File: config.mk
export PLATFORM = sky130hd
export DESIGN_NAME = result_collector
export DESIGN_NICKNAME = d
export VERILOG_FILES = /design/src/rtl/result_collector.sv
export SDC_FILE = /design/constraint.sdc
export NUM_CORES = 1
export LEC_CHECK = 0
export CAP_MARGIN = 25
export CELL_PAD_IN_SITES_DETAIL_PLACEMENT = 1
export CELL_PAD_IN_SITES_GLOBAL_PLACEMENT = 1
export CORE_MARGIN = 3
export CORE_UTILIZATION = 41
export CTS_CLUSTER_SIZE = 14
export DETAILED_ROUTE_END_ITERATION = 10
export GPL_ROUTABILITY_DRIVEN = 0
export HOLD_SLACK_MARGIN = 0.06
export PLACE_DENSITY = 0.94
export SETUP_SLACK_MARGIN = 0.15
export SLEW_MARGIN = 20
export SYNTH_ARGS = -nofsm -noshare
export SYNTH_HDL_FRONTEND = slang
export SYNTH_SLANG_ARGS = --single-unit
export TNS_END_PERCENT = 50
File: constraint.sdc
create_clock -name clk -period 9.4 [get_ports clk]
set_input_delay 1.88 -clock clk [delete_from_list [all_inputs] [get_ports clk]]
set_output_delay 1.88 -clock clk [all_outputs]
set_load 0.02 [all_outputs]
File: src/rtl/result_collector.sv
// rtl/result_collector.sv - captures indexed matrix results into a buffer and drains them row-major over valid/ready
module result_collector #(
    parameter int R_A = 2,
    parameter int C_B = 2,
    parameter int DW  = 32,
    parameter int IW  = 32,
    localparam int TOTAL = R_A * C_B,
    localparam int CW    = $clog2(TOTAL + 1)
) (
    input  logic          clk,
    input  logic          rst,
    input  logic          clr,
    input  logic          res_ack,
    input  logic [DW-1:0] result,
    input  logic [IW-1:0] res_i,
    input  logic [IW-1:0] res_j,
    output logic          out_valid,
    input  logic          out_ready,
    output logic [DW-1:0] out_data,
    output logic [IW-1:0] out_row,
    output logic [IW-1:0] out_col,
    output logic [CW-1:0] count,
    output logic          done,
    output logic          err_range,
    output logic          err_dup,
    output logic          err_ovf
);

    localparam int AW = (TOTAL > 1) ? $clog2(TOTAL) : 1;

    typedef enum logic [1:0] {
        COLLECT = 2'd0,
        DRAIN   = 2'd1,
        FINISH  = 2'd2
    } state_t;

    state_t              state;
    logic [DW-1:0]       mem [TOTAL];
    logic [TOTAL-1:0]    filled;
    logic [AW-1:0]       rd_ptr;
    logic [AW-1:0]       idx;
    logic                in_range;
    logic                wr_en;

    assign in_range = (res_i < IW'(R_A)) && (res_j < IW'(C_B));
    assign idx      = AW'(res_i * IW'(C_B) + res_j);
    assign wr_en    = !clr && (state == COLLECT) && res_ack && in_range && !filled[idx];

    // Drain outputs follow rd_ptr directly and read as zero whenever nothing is offered.
    assign out_data = out_valid ? mem[rd_ptr] : '0;
    assign out_row  = out_valid ? IW'(IW'(rd_ptr) / IW'(C_B)) : '0;
    assign out_col  = out_valid ? IW'(IW'(rd_ptr) % IW'(C_B)) : '0;

    always_ff @(posedge clk) begin
        if (wr_en) begin
            mem[idx] <= result;
        end
    end

    always_ff @(posedge clk or posedge rst) begin
        if (rst) begin
            state     <= COLLECT;
            count     <= '0;
            filled    <= '0;
            rd_ptr    <= '0;
            out_valid <= 1'b0;
            done      <= 1'b0;
            err_range <= 1'b0;
            err_dup   <= 1'b0;
            err_ovf   <= 1'b0;
        end else if (clr) begin
            state     <= COLLECT;
            count     <= '0;
            filled    <= '0;
            rd_ptr    <= '0;
            out_valid <= 1'b0;
            done      <= 1'b0;
            err_range <= 1'b0;
            err_dup   <= 1'b0;
            err_ovf   <= 1'b0;
        end else begin
            case (state)
                COLLECT: begin
                    if (res_ack && !in_range) begin
                        err_range <= 1'b1;
                    end else if (res_ack && filled[idx]) begin
                        err_dup <= 1'b1;
                    end
                    if (wr_en) begin
                        filled[idx] <= 1'b1;
                        count       <= count + CW'(1);
                        if (count == CW'(TOTAL - 1)) begin
                            state     <= DRAIN;
                            rd_ptr    <= '0;
                            out_valid <= 1'b1;
                        end
                    end
                end
                DRAIN: begin
                    if (res_ack) begin
                        err_ovf <= 1'b1;
                    end
                    if (out_ready) begin
                        if (rd_ptr == AW'(TOTAL - 1)) begin
                            state     <= FINISH;
                            out_valid <= 1'b0;
                            done      <= 1'b1;
                        end else begin
                            rd_ptr <= rd_ptr + AW'(1);
                        end
                    end
                end
                FINISH: begin
                    if (res_ack) begin
                        err_ovf <= 1'b1;
                    end
                end
                default: begin
                    state     <= COLLECT;
                    out_valid <= 1'b0;
                end
            endcase
        end
    end

endmodule

==> key figures, run 1 <==
Finish
  – Most frequent cells in the layout: clkdlybuf4s50_1, edfxtp_1, conb_1
  – Fillers: 1,399
  – Commonest non-fill, non-tap cell in the layout: clkdlybuf4s50_1
  – Sequential Area: 4220 um^2
  – Ant. Diodes: 0
  – Share of cells above drive strength 1: 15.4%
  – Area delta synth->final: 31.6%
  – Area of the multi-input gates: 1820 um^2
  – Final nets: 640

Timing
  – Fin crit share: 51.1%
  – RSZ-0062 raised after global routing: no
  – Max Fclk: 208 MHz
  – Pin slew with the least headroom to its limit: 688 ps
  – Slew margin rel.: 54.0%
  – Final worst-path setup slack: 4600 ps
  – Period minus WS final: 4800 ps
  – Slew Viols, Final: 0
  – Skew final: 5.54 ps
  – # setup viols final: 0
  – Hold Fails Final Rpt: 0
  – Setup_tns: 0 ps

Global route
  – Met1 usage: 22.0%
  – Busiest metal layer after global routing: met2
  – First-pass GRT wire length: 22,800 um
  – Vias in the first global route: 4,077
  – Met2 GRT Util: 32.1%
  – Total Routing Usage GR: 18.2%
  – Met3 Track Usage GR: 5.24%
  – Congestion Overflow GR: 0
  – Initial antenna violation count: 0
  – Pin count of the biggest net entering global routing: 39

Floorplan
  – Core Rows: 44
  – Core area: 14,800 um^2
  – Die area: 17,000 um^2
  – Die Y: 130 um
  – Die width: 130 um
  – Initial Util: 42.8%
  – I/O pins: 205

Setup path
  – Critical path startpoint category: register
  – CP max-delay cell: dfrtp_2
  – CP max FO: 19
  – CP max stage delay: 730 ps
  – Worst path required time: 7520 ps
  – Crit path kind: reg2out
  – CP endpoint kind: primary output
  – CP arrival: 2920 ps
  – Critical-path cell list: buf_4, mux4_2, and2_1, clkdlybuf4s50_1

Logic synthesis
  – EDFF count, synth: 128
  – Yosys cell types: 43
  – Yosys warns: 0
  – Seq/Total Area, Yosys: 66.5%
  – Syn avg cell area: 16.8 um^2
  – Ys async rst share: 10.5%
  – Number of synthesized register bits: 143
  – Area of the mapped netlist: 6340 um^2
  – Cells after synthesis: 378
  – Main synth FF type: edfxtp_1

Drt
  – Vias: 3,673
  – WL final: 15,200 um
  – Antenna-violating nets left: 0
  – DR vias/cell: 5.04
  – Drt first-iter violations: 205
  – Drc violations: 0
  – TritonRoute pass-1 iters: 4
  – Wire per inst: 20.9 um

Status
  – Status: finished, final reports clean

Power
  – Static Leak: 0.00291 uW
  – Logic pwr share: 5.9%
  – Internal: 1100 uW
  – Switching power: 303 uW
  – Sequential share of power: 49.4%
  – Power share of the clock group: 44.7%
  – Peak supply drop: 0.154 mV
  – Final Power: 1400 uW
  – Pwr dens: 168 nW/um^2
  – Switching Share: 21.6%

Clocking
  – TritonCTS Sinks: 143
  – Clock transition at path regs: 60 ps
  – Total setup buffers inserted after CTS: 0
  – CTS tree: yes
  – CTS H-tree lvls: 4
  – CTS Buf Count: 17
  – Resized cells post-CTS: 0
  – Root buf cell: clkbuf_16
  – Insertion delay to the later sink of the worst-skew pair: 410 ps
  – Hold_buf cts: 0
  – CTS Buffer Depth: 2

Placement
  – Setup WS pre-CTS: 4790 ps
  – Post-DP HPWL: 10,700 um
  – # port buffers: 142

Job
  – Max cap viols: 0

Worst hold path
  – HP Class: reg2reg
[layer usage]
layer / share of wire, % / vias up
li1: - / 1647
met1: 40 / 1876
met2: 54 / 140
met3: 5.3 / 10
met4: 0.85 / 0
met5: 0 / -
[cells in the mapped netlist (all sizes together) (2+ instances only)]
master | number | share of area, %
mux2 | 3 | 0.59
a211o | 2 | 0.30
buf | 67 | 7.7
nand2b | 2 | 0.20
nor3 | 8 | 0.63
mux4 | 33 | 12
nor2 | 5 | 0.30
dfrtp | 15 | 5.9
and2 | 34 | 3.4
nand3b | 3 | 0.36
nor4 | 16 | 1.8
nand2 | 7 | 0.53
clkbuf | 8 | 0.47
edfxtp | 128 | 61
o32ai | 2 | 0.28
ha | 7 | 1.4
nand4 | 4 | 0.39
o41ai | 2 | 0.28
a21oi | 4 | 0.32
inv | 9 | 0.53
nor2b | 3 | 0.30
[power groups by stage]
| stage | Combinational [uW] | Sequential, uW | Clock [uW] |
|---|---|---|---|
| after CTS | 82.5 | 693 | 641 |
| after floorplan | 47.9 | 707 | 0 |
| after global placement | 78.5 | 706 | 0 |
| final | 83.0 | 693 | 628 |
| after global routing | 89.7 | 692 | 670 |
| after detailed placement | 82.1 | 706 | 0 |
[cell families (layout without fill, tap and decap cells)]
kind of cell / Yosys count / after routing / synth area share, %
AO/OA/AOI/OAI: 19 / 19 / 2.31
flip-flops: 143 / 143 / 66.5
multiplexers: 36 / 36 / 12.3
adder cells (fa/ha/maj): 7 / 7 / 1.38
other: 1 / 62 / 0.0591
AND/OR/NAND/NOR: 86 / 86 / 8.31
buffers and inverters: 84 / 190 / 8.70
XOR/XNOR: 2 / 2 / 0.395
[stage by stage]
stage	util (%)	instances	hold slack (ps)	area, um^2
after detailed placement	52.5	697	485	7780
after floorplan	-	439	445	6570
after global routing	56.3	729	530	8340
after global placement	52.5	697	462	7780
final	56.3	729	493	8340
after CTS	56.3	729	501	8340
[worst paths after layout]
| path | cells past startpoint | end | from | slack, ps |
|---|---|---|---|---|
| worst max register to register | 9 | mem[1][30] | state[0] | 6650 |
| worst min register to register | 2 | filled[0] | filled[0] | 490 |
| worst max-delay path | 4 | out_data[13] | rd_ptr[0] | 4600 |
| min in group asynchronous | 2 | filled[1] | rst | 1830 |
| worst min-delay path | 2 | filled[0] | filled[0] | 490 |
| max in group asynchronous | 2 | rd_ptr[0] | rst | 7170 |
[worst max-delay path: cells and delay by family, from the launching register on]
family	cells	cell delay, ps
multiplexers	1	540
flip-flops	1	730
buffers and inverters	2	1010
AND/OR/NAND/NOR	1	210
[area by class of cell]
cell class	count	area share, %
multi-input cells	212	21.8
flip-flops and latches	143	50.6
clock inverters	14	1.63
inverters	9	0.405
repair buffers	149	17.7
clock buffers	18	5.14
well taps	184	2.76
[state kept, by name, indices dropped and copies added (netlist names)]
register / count
count: 3
done: 1
err_dup: 1
err_ovf: 1
err_range: 1
filled: 4
mem: 128
rd_ptr: 2
state: 2
Power figures use the tool's default switching activity.
==> inputs of run 2 (changes only) <==
- CORE_UTILIZATION: 41 -> 38
- PLACE_DENSITY: 0.94 -> 0.89
- clock period: 9.4 -> 4.82 ns (I/O delays scaled with it)
==> run 2 against run 1 <==
First-iteration DRC count is 1.5% higher. Via count up 1.2%. Final cell count grew 4.3%. Largest cell class unchanged.
==> key figures, run 2 (synthesis gave the netlist of run 1 again) <==
Timing
  – Max Fclk: 250 MHz
  – # setup viols final: 0
  – RSZ-0062 raised after global routing: no
  – Slew Viols, Final: 0
  – Setup_tns: 0 ps
  – Period minus WS final: 3990 ps
  – Hold_ws: 493 ps
  – Final worst-path setup slack: 827 ps
  – Fin crit share: 82.8%
  – Slew margin rel.: 43.4%
  – Pin slew with the least headroom to its limit: 849 ps
  – Hold Fails Final Rpt: 0
  – Skew final: 10.6 ps

Finish
  – Max reg flops: 128
  – Most flop-heavy register: mem
  – Most frequent cells in the layout: clkdlybuf4s50_1, edfxtp_1, conb_1
  – Final nets: 639
  – Ant. Diodes: 0
  – Non-Filler Instances: 760
  – Area delta synth->final: 32.2%
  – Share of cells above drive strength 1: 15.8%
  – Design area: 8380 um^2
  – Regs by FF count: mem (128), filled (4), count (3)
  – Commonest non-fill, non-tap cell in the layout: clkdlybuf4s50_1

Drt
  – DR vias/cell: 4.89
  – WL final: 15,300 um
  – Antenna-violating nets left: 0
  – Vias: 3,716
  – TritonRoute pass-1 iters: 4
  – Wire per inst: 20.2 um
  – Drc violations: 0
  – Drt first-iter violations: 208

Clocking
  – Total setup buffers inserted after CTS: 0
  – CTS Buf Count: 17
  – TritonCTS Sinks: 143
  – Hold_buf cts: 0
  – Insertion delay to the later sink of the worst-skew pair: 420 ps
  – CTS tree: yes
  – Resized cells post-CTS: 0
  – CTS H-tree lvls: 4
  – CTS Buffer Depth: 2
  – Clock transition at path regs: 60 ps
  – Root buf cell: clkbuf_16

Placement
  – Placed cell count: 728
  – Area after DPL: 7810 um^2
  – Post-DP HPWL: 10,700 um
  – Setup WS pre-CTS: 1080 ps
  – # port buffers: 142

Floorplan
  – Core area: 16,100 um^2
  – Die Y: 135 um
  – Die area: 18,300 um^2
  – Core Rows: 46
  – Die width: 135 um
  – I/O pins: 205
  – Initial Util: 39.3%

Status
  – Status: finished, final reports clean

Setup path
  – Critical path startpoint category: register
  – Crit path kind: reg2out
  – CP arrival: 3030 ps
  – CP max FO: 25
  – Worst path required time: 3860 ps
  – CP endpoint kind: primary output

Worst hold path
  – HP Class: reg2reg

Global route
  – Congestion Overflow GR: 0
  – Pin count of the biggest net entering global routing: 39
  – Initial antenna violation count: 0
  – Vias in the first global route: 4,039
  – First-pass GRT wire length: 23,200 um
  – Total Routing Usage GR: 16.9%

Power
  – Static Leak: 0.00291 uW
  – Peak supply drop: 0.264 mV
  – Pwr dens: 331 nW/um^2

Job
  – Max cap viols: 0
## run 2: changes by cell type in the layout (fill, tap and decap cells not counted), sizes merged
cell    previous run  this run
clkinv             8         4
inv               13        18
clkbuf            18        17
buf                7         6
## run 2: routing by layer
| layer | share of wire, % | vias to the layer above | track usage [%] |
|---|---|---|---|
| met5 | 0 | - | 0 |
| met4 | 1.3 | 0 | 4.98 |
| met3 | 6.2 | 20 | 4.42 |
| met2 | 53 | 152 | 29.5 |
| met1 | 39 | 1899 | 20.7 |
| li1 | - | 1645 | - |
## run 2: area by class of cell
cell class | instances | area [um^2]
Tap cell | 216 | 270
Fill cell | 1560 | 7730
Sequential cell | 143 | 4220
Clock inverter | 15 | 146
Clock buffer | 17 | 425
Multi-Input combinational cell | 212 | 1820
Timing Repair Buffer | 148 | 1470
Inverter | 9 | 33.8
## run 2: report_power, final
part	total [uW]	switching [uW]	internal [uW]	leakage (uW)
Combinational	162	85.1	77.2	0.00128
Clock	1260	537	725	0.000282
Sequential	1350	0.419	1350	0.00135
Total	2780	622	2150	0.00291
## run 2: worst max-delay path: stages, from the launching register on
cell	delay [ps]
dfrtp_2	860
buf_4	400
mux4_2	570
and2_1	200
clkdlybuf4s50_1	550
## run 2: final timing paths
check                           from            to  slack (ps)  cells after the start
max                        rd_ptr[0]  out_data[10]         830                      4
min                        filled[0]     filled[0]         490                      2
max reg2reg                 state[0]    mem[3][26]        2070                      9
min reg2reg                filled[0]     filled[0]         490                      2
max in group asynchronous        rst     rd_ptr[1]        3490                      2
min in group asynchronous        rst     filled[1]         900                      2
## run 2: metrics by stage
stage                     total power (uW)  utilization [%]
after global routing                  2870             52.0
after global placement                1530             48.5
after floorplan                       1470                -
after detailed placement              1540             48.5
after CTS                             2800             52.0
final                                 2780             52.0
==> inputs of run 3 (changes only) <==
- clock period: 4.82 -> 3.7 ns (I/O delays scaled with it)
==> run 3 against run 2 <==
Sequential power increased by 30%. Critical path depth unchanged. Final cell count increased by 0.26%. Critical endpoint is now out_data[31]. Largest cell class unchanged.
==> key figures, run 3 (synthesis gave the netlist of run 1 again) <==
Setup path
  – Crit path kind: reg2out
  – CP max stage delay: 580 ps
  – Reg2reg path depth: 8
  – Flop-to-flop setup slack: 1040 ps
  – Critical path capture point: out_data[31]
  – CP endpoint kind: primary output
  – Worst path required time: 2960 ps
  – CP arrival: 2570 ps
  – Critical path startpoint category: register
  – Worst flop-to-flop path startpoint: state[0]
  – Crit. Startpoint: rd_ptr[0]
  – Critical-path cell list: buf_12, mux4_2, and2_1, clkdlybuf4s50_1
  – CP max FO: 24
  – Reg2reg end: mem[2][20]
  – CP max-delay cell: dfrtp_4

Global route
  – Total Routing Usage GR: 17.8%
  – Pin count of the biggest net entering global routing: 36
  – Initial antenna violation count: 0
  – First-pass GRT wire length: 24,000 um
  – Congestion Overflow GR: 0
  – Vias in the first global route: 4,101

Drt
  – Antenna-violating nets left: 0
  – Drt first-iter violations: 205
  – M1 WL: 5980 um
  – DR vias/cell: 4.88
  – Vias: 3,720
  – DR WL met2: 8630 um
  – Highest routed layer: met4
  – TritonRoute pass-1 iters: 4
  – Drc violations: 0
  – Wire per inst: 20.8 um
  – WL final: 15,800 um
  – DR WL met3: 1040 um

Finish
  – Area of the multi-input gates: 1820 um^2
  – Share of cells above drive strength 1: 15.2%
  – Most frequent cells in the layout: clkdlybuf4s50_1, edfxtp_1, conb_1
  – Commonest non-fill, non-tap cell in the layout: clkdlybuf4s50_1
  – Max reg flops: 128
  – Most flop-heavy register: mem
  – Fillers: 1,567
  – Regs by FF count: mem (128), filled (4), count (3)
  – Non-Filler Instances: 762
  – Ant. Diodes: 0
  – Final nets: 641
  – Area delta synth->final: 33.6%
  – Sequential Area: 4220 um^2

Clocking
  – CTS tree: yes
  – CTS Buf Count: 17
  – Root buf cell: clkbuf_16
  – Insertion delay to the later sink of the worst-skew pair: 410 ps
  – CTS H-tree lvls: 4
  – Resized cells post-CTS: 0
  – Hold_buf cts: 0
  – Clock transition at path regs: 60 ps
  – CTS Buffer Depth: 2
  – Total setup buffers inserted after CTS: 0
  – TritonCTS Sinks: 143

Timing
  – # setup viols final: 0
  – Slew Viols, Final: 0
  – Hold Fails Final Rpt: 0
  – Fin crit share: 89.6%
  – Slew margin rel.: 42.2%
  – Setup_tns: 0 ps
  – Pin slew with the least headroom to its limit: 868 ps
  – Max Fclk: 302 MHz
  – RSZ-0062 raised after global routing: no
  – Period minus WS final: 3310 ps
  – Skew final: 6.16 ps
  – Hold_ws: 501 ps

Floorplan
  – Initial Util: 39.3%
  – Die Y: 135 um
  – Die width: 135 um
  – Die area: 18,300 um^2
  – Core Rows: 46
  – I/O pins: 205
  – Core area: 16,100 um^2

Power
  – Peak supply drop: 0.403 mV
  – Pwr dens: 430 nW/um^2
  – Static Leak: 0.00294 uW
  – Final Power: 3640 uW

Worst hold path
  – HP Class: reg2reg

Placement
  – Placed cell count: 730
  – # port buffers: 142
  – Post-DP HPWL: 10,800 um

Job
  – Max cap viols: 0

Status
  – Status: finished, final reports clean
==> run 3: cell count changes in the layout (fill, tap and decap cells not counted), sizes merged <==
cell,before,now
buf,6,8
clkinv,4,9
clkbuf,17,19
inv,18,9
bufinv,1,3
==> run 3: routing by layer <==
layer / global-route usage, % / up-vias
met4: 5.49 / 0
met5: 0 / -
met3: 4.68 / 14
met1: 21.4 / 1886
met2: 31.4 / 172
li1: - / 1648
==> run 3: cell type report <==
| type | instances | area share (%) |
|---|---|---|
| Tap cell | 216 | 3.19 |
| Multi-Input combinational cell | 212 | 21.5 |
| Inverter | 9 | 0.399 |
| Clock inverter | 13 | 1.73 |
| Clock buffer | 19 | 5.11 |
| Timing Repair Buffer | 150 | 18.2 |
| Sequential cell | 143 | 49.9 |
==> run 3: worst min-delay path by stage <==
stage / startpoint / slack [ps] / endpoint / cells after the start
after floorplan: filled[2] / 450 / filled[2] / 2
after global placement: filled[2] / 460 / filled[2] / 2
after CTS: filled[2] / 500 / filled[2] / 2
after global routing: filled[2] / 530 / filled[2] / 2
after detailed placement: filled[2] / 490 / filled[2] / 2
final: filled[2] / 500 / filled[2] / 2
==> run 3: per-stage QoR <==
step	setup slack [ps]	cell area, um^2	util, %
2_1_floorplan	-593	6570	-
5_1_grt	247	8470	52.6
4_1_cts	233	8470	52.5
3_5_place_dp	402	7890	49.0
3_3_place_gp	509	7890	49.0
6_report	386	8470	52.6
==> run 3: power by group <==
| group | total, uW | switching (uW) | leakage, uW | internal, uW |
|---|---|---|---|---|
| clock network | 1670 | 623 | 0.000283 | 1050 |
| logic | 213 | 112 | 0.00130 | 101 |
| registers | 1760 | 0.557 | 0.00135 | 1760 |
| total | 3640 | 735 | 0.00294 | 2910 |
==> run 3: worst max-delay path, delay by kind of cell (launching register included) <==
| family | cells | cell delay, ps |
|---|---|---|
| buf+inv | 2 | 790 |
| simple gates | 1 | 180 |
| mux | 1 | 580 |
| flops | 1 | 580 |
